**src/rtl/ttfs_spike_scanner.sv**
```systemverilog
// TTFS spike scanner: walks the spike-time SRAM, matches first-spike stamps against
// the current tick, and queues matching neuron addresses in a show-ahead FIFO.
module ttfs_spike_scanner #(
  parameter int unsigned N          = 256,
  parameter int unsigned INPUT_RESO = 8,
  parameter int unsigned FIFO_DEPTH = 16,
  localparam int unsigned M         = $clog2(N),
  localparam int unsigned SPW       = 32 / INPUT_RESO,
  localparam int unsigned AW        = $clog2(N / SPW),
  localparam int unsigned CW        = $clog2(FIFO_DEPTH) + 1
) (
  input  logic                  CLK,
  input  logic                  RST,
  input  logic                  start_i,
  input  logic [INPUT_RESO-1:0] tick_i,
  input  logic                  mode_i,
  input  logic                  clear_i,
  output logic                  mem_en_o,
  output logic [AW-1:0]         mem_addr_o,
  input  logic [31:0]           mem_rdata_i,
  output logic                  out_valid_o,
  input  logic                  out_ready_i,
  output logic [M-1:0]          out_addr_o,
  output logic                  busy_o,
  output logic                  done_o,
  output logic [CW-1:0]         fifo_count_o
);

  localparam int unsigned NW = N / SPW;
  localparam int unsigned JW = $clog2(SPW);
  localparam int unsigned PW = $clog2(FIFO_DEPTH);

  typedef enum logic [2:0] {IDLE, READ, WAIT, EVAL, DRAIN} state_t;

  state_t                  state;
  logic [AW-1:0]           w;
  logic [JW-1:0]           j;
  logic [31:0]             word_q;
  logic [INPUT_RESO-1:0]   tick_q;
  logic                    mode_q;
  logic [N-1:0]            fired;

  logic [M-1:0]            fifo_mem [FIFO_DEPTH];
  logic [PW-1:0]           wr_ptr;
  logic [PW-1:0]           rd_ptr;

  logic [INPUT_RESO-1:0]   stamp;
  logic [M-1:0]            n;
  logic                    match;
  logic                    full;
  logic                    push;
  logic                    pop;
  logic                    advance;
  logic [CW-1:0]           count_nxt;

  // Match decode for the stamp currently under evaluation
  always_comb begin
    stamp     = word_q[int'(j) * INPUT_RESO +: INPUT_RESO];
    n         = {w, j};
    match     = 1'b0;
    full      = (fifo_count_o == CW'(FIFO_DEPTH));
    if (stamp != '1) begin
      if (mode_q) match = (stamp <= tick_q) && !fired[n];
      else        match = (stamp == tick_q);
    end
    push      = (state == EVAL) && match && !full;
    advance   = !match || push;
    pop       = out_valid_o && out_ready_i;
    count_nxt = fifo_count_o + CW'(push) - CW'(pop);
  end

  // Scan FSM with registered SRAM/status outputs
  always_ff @(posedge CLK) begin
    if (RST) begin
      state      <= IDLE;
      w          <= '0;
      j          <= '0;
      word_q     <= '0;
      tick_q     <= '0;
      mode_q     <= 1'b0;
      fired      <= '0;
      mem_en_o   <= 1'b0;
      mem_addr_o <= '0;
      busy_o     <= 1'b0;
      done_o     <= 1'b0;
    end else begin
      mem_en_o   <= 1'b0;
      mem_addr_o <= '0;
      done_o     <= 1'b0;
      case (state)
        IDLE: begin
          if (clear_i) fired <= '0;
          if (start_i) begin
            tick_q     <= tick_i;
            mode_q     <= mode_i;
            w          <= '0;
            state      <= READ;
            mem_en_o   <= 1'b1;
            busy_o     <= 1'b1;
          end
        end
        READ: state <= WAIT;
        WAIT: begin
          word_q <= mem_rdata_i;
          j      <= '0;
          state  <= EVAL;
        end
        EVAL: begin
          if (push && mode_q) fired[n] <= 1'b1;
          if (advance) begin
            if (j == JW'(SPW - 1)) begin
              j <= '0;
              if (w == AW'(NW - 1)) begin
                state <= DRAIN;
              end else begin
                w          <= w + 1'b1;
                state      <= READ;
                mem_en_o   <= 1'b1;
                mem_addr_o <= w + 1'b1;
              end
            end else begin
              j <= j + 1'b1;
            end
          end
        end
        DRAIN: begin
          if (fifo_count_o == '0) begin
            done_o <= 1'b1;
            busy_o <= 1'b0;
            state  <= IDLE;
          end
        end
        default: state <= IDLE;
      endcase
    end
  end

  // FIFO pointers and occupancy; full is judged before this cycle's pop
  always_ff @(posedge CLK) begin
    if (RST) begin
      wr_ptr       <= '0;
      rd_ptr       <= '0;
      fifo_count_o <= '0;
      out_valid_o  <= 1'b0;
    end else begin
      if (push) wr_ptr <= wr_ptr + 1'b1;
      if (pop)  rd_ptr <= rd_ptr + 1'b1;
      fifo_count_o <= count_nxt;
      out_valid_o  <= (count_nxt != '0);
    end
  end

  always_ff @(posedge CLK) begin
    if (push) fifo_mem[wr_ptr] <= n;
  end

  assign out_addr_o = out_valid_o ? fifo_mem[rd_ptr] : '0;

endmodule

```
**config.mk**
```make
export PLATFORM = sky130hd
export DESIGN_NAME = ttfs_spike_scanner
export DESIGN_NICKNAME = d
export VERILOG_FILES = /design/src/rtl/ttfs_spike_scanner.sv
export SDC_FILE = /design/constraint.sdc
export NUM_CORES = 1
export LEC_CHECK = 0
export CAP_MARGIN = 40
export CORE_ASPECT_RATIO = 0.75
export CORE_MARGIN = 2
export CORE_UTILIZATION = 50
export CTS_CLUSTER_DIAMETER = 80
export DETAILED_ROUTE_END_ITERATION = 8
export GPL_ROUTABILITY_DRIVEN = 1
export PLACE_DENSITY = 0.67
export SYNTH_ARGS = -nofsm -noshare
export SYNTH_HDL_FRONTEND = slang
export SYNTH_SLANG_ARGS = --single-unit
```
**constraint.sdc**
```tcl
create_clock -name CLK -period 18.1 [get_ports CLK]
set_clock_uncertainty 0.2 [all_clocks]
set_input_delay 3.62 -clock CLK [delete_from_list [all_inputs] [get_ports CLK]]
set_output_delay 3.62 -clock CLK [all_outputs]
set_load 0.02 [all_outputs]
```
==> impl_metrics.tcl <==
set metrics [dict create \
    area_growth_pct 12.64 \
    hold_path_class "flop to flop" \
    ys_seq_area_share_pct 54.95 \
    p_leak_nw 7.155 \
    place_congestion 0.8311 \
    ir_drop_v 0.00008334 \
    r2r_cells 21 \
    worstHoldEndpoint "fired[45]" \
    max-cap-violations 0 \
    die_area_mm2 0.04000 \
    async_reset_ff_share_pct 0 \
    cts_buffer_depth 3 \
    fmax_mhz 142.8 \
    clk_latency_ns 0.56 \
    ant_nets 0 \
    port-buffer-count 68 \
    synthesis.area_mm2 0.01920 \
    grt_max_degree 257 \
    die_width_um 230.3 \
    regToRegEndpoint "out_valid_o" \
    p_per_area_mw_per_mm2 102.2 \
    grt_pass1_vias 13220 \
    r2r_start "w[0]" \
    drt_iter0_drc 1406 \
    post_cts_buffers 0 \
    first_pass_iters 6 \
    cts_max_level 2 \
    syn_avg_cell_area_um2 10.77 \
    dr_total_vias 13640 \
    cts_tree "yes" \
    via_per_inst 5.845 \
    hold_viol 0 \
    drive_gt1_share_pct 14.17 \
    crit_path_frequent_cell "mux4_2" \
    status "finished clean" \
    slew_headroom_pct 8.238 \
    gr-total-overflow 0 \
    wl_per_cell_um 20.35 \
    diodes 0 \
    critical_path_class "flop to output pin" \
    cpPeakStageDelay_ns 0.63 \
    end_kind "output pin" \
    final_net_count 1859 \
    yosysUniqueCellTypes 63 \
    finalCriticalPeriod_ns 7.001 \
    synth_cells 1783 \
    path_max_fanout 20 \
    dp_hpwl_um 30050 \
    crit_chain "buf_12 -> mux4_2 -> mux4_2 -> and2_1 -> clkdlybuf4s50_1" \
    ff2ff_setup_slack_ns 11.76 \
    grt_pass1_wl_um 75500 \
    crit_slowest_cell "dfxtp_2" \
    finalSetupViolations 0 \
    min_from "fired[45]" \
    tightest_slew_ns 1.376 \
    grt_use_total_pct 24.01 \
    final_common_cell "nand2_1" \
    synth_edf_count 128 \
    fin_tns_setup_ns 0 \
    period_share_pct 38.68 \
    slew_violations 0 \
    clk_pin_slew_worst_paths_ns 0.06 \
    ys_ff_latch 463 \
    drc 0 \
    crit_arrival_ns 3.18 \
    cts-root-buf "clkbuf_16" \
    num_io_pins 69 \
    synth_nets 1857 \
    layout_common_cells "nand2_1, dfxtp_1, o21ai_0" \
    post_cts_resized 0 \
    totalPowerFinal_mw 2.210 \
    fp.coreArea_mm2 0.03809 \
    routed_wl_um 47480 \
    start_util_pct 50.41 \
    cp.required_ns 14.28 \
    rsz0062_at_grt "false" \
    start_kind "flop" \
    die_h_um 173.7 \
    cts_hold_buf 0 \
    ys.flop_type "dfxtp_1" \
    std_cell_rows 62 \
    cts_made_buffers 44 \
    cts.sinks 463 \
    antenna_found_initial 0 \
    worstHoldPathCells 2 \
    yosysWarningCount 0 \
]
worst max path at each step:
stage	slack (ns)	to	cells past startpoint
after floorplan	11.99	out_addr_o[0]	5
after global placement	11.39	out_addr_o[4]	4
after detailed placement	11.63	out_addr_o[6]	5
after CTS	11.02	out_addr_o[4]	5
after global routing	10.93	out_addr_o[4]	5
final	11.10	out_addr_o[6]	5
final cells by class:
type                    instances  area, um2
clock buffers                  67       1270
clock inverters                15      168.9
fillers                      3194      16460
inverters                      27      101.3
multi-input cells            1154       7936
flip-flops and latches        463      10560
well taps                     512      640.6
repair buffers                 95      949.7
cells in the mapped netlist (2+ instances only):
cell type / instances / share of area (%)
edfxtp_1: 128 / 20
and2_0: 3 / 0.098
a21oi_1: 60 / 1.6
o21ai_1: 12 / 0.31
o21ai_2: 48 / 2.2
o311ai_0: 2 / 0.091
nor2b_1: 21 / 0.68
a211oi_1: 2 / 0.078
o21ai_0: 200 / 5.2
nor2_1: 40 / 0.78
a32oi_1: 2 / 0.091
and2_1: 16 / 0.52
buf_6: 11 / 0.65
a2111oi_0: 3 / 0.14
a41oi_1: 2 / 0.091
a22oi_1: 16 / 0.63
xnor2_1: 5 / 0.23
nand2b_1: 9 / 0.29
nand3_1: 80 / 2.1
mux4_2: 97 / 11
nand4_1: 10 / 0.33
or3_1: 3 / 0.098
mux2i_1: 38 / 2.0
nand3b_1: 3 / 0.12
inv_1: 26 / 0.51
clkbuf_1: 90 / 1.8
dfxtp_1: 335 / 35
and3_1: 19 / 0.62
buf_2: 16 / 0.42
xor2_1: 6 / 0.27
nor3_1: 13 / 0.34
nand2_1: 378 / 7.4
a31oi_1: 4 / 0.13
buf_4: 5 / 0.20
buf_1: 16 / 0.31
ha_1: 27 / 1.8
a21o_1: 5 / 0.20
o22ai_1: 3 / 0.098
nand3_2: 2 / 0.10
mux2_2: 4 / 0.23
worst max-delay path, delay by kind of cell (launching register included):
kind / cells / cell delay [ns]
DFF: 1 / 0.63
buffers and inverters: 2 / 0.80
and+or+nand+nor: 1 / 0.17
muxes: 2 / 1.00
registers in the layout (all words and copies together), names as in the netlist, 2 cells and up, named ones only:
name / count
wr_ptr: 4
mem_addr_o: 6
word_q: 32
fifo_mem: 128
state: 3
w: 6
fired: 256
rd_ptr: 4
tick_q: 8
fifo_count_o: 5
j: 2
per-stage QoR:
step                      area (um2)  hold slack [ns]  setup slack, ns  util (%)  cells
after floorplan                19200           0.2173            11.99         -   1783
after global placement         20060           0.2276            11.39     52.65   2241
after detailed placement       20190           0.2373            11.63     53.01   2251
after CTS                      21630           0.2516            11.02     56.78   2333
after global routing           21630           0.2667            10.93     56.78   2333
final                          21630           0.2472            11.10     56.78   2333
power breakdown:
| group | total [mW] | switching [mW] | internal, mW |
|---|---|---|---|
| clock network | 0.920 | 0.390 | 0.530 |
| logic | 0.197 | 0.104 | 0.0927 |
| registers | 1.09 | 0.0201 | 1.07 |
layer usage:
| layer | wire length, um | track usage (%) | share of wire, % | vias to the layer above |
|---|---|---|---|---|
| li1 | - | - | - | 6368 |
| met1 | 21780 | 36.08 | 46 | 6699 |
| met2 | 20970 | 35.52 | 44 | 494 |
| met3 | 3663 | 4.424 | 7.7 | 76 |
| met4 | 1064 | 6.909 | 2.2 | 0 |
| met5 | 0 | 0 | 0 | - |
cells by family after synthesis:
kind of cell / share of synthesized area (%)
buffers and inverters: 3.884
AND/OR/NAND/NOR: 13.76
adder cells (fa/ha/maj): 1.864
XOR/XNOR: 0.5017
AO/OA/AOI/OAI: 11.46
flip-flops: 54.95
multiplexers: 13.59
No activity file was read; power rests on OpenSTA's default activity.
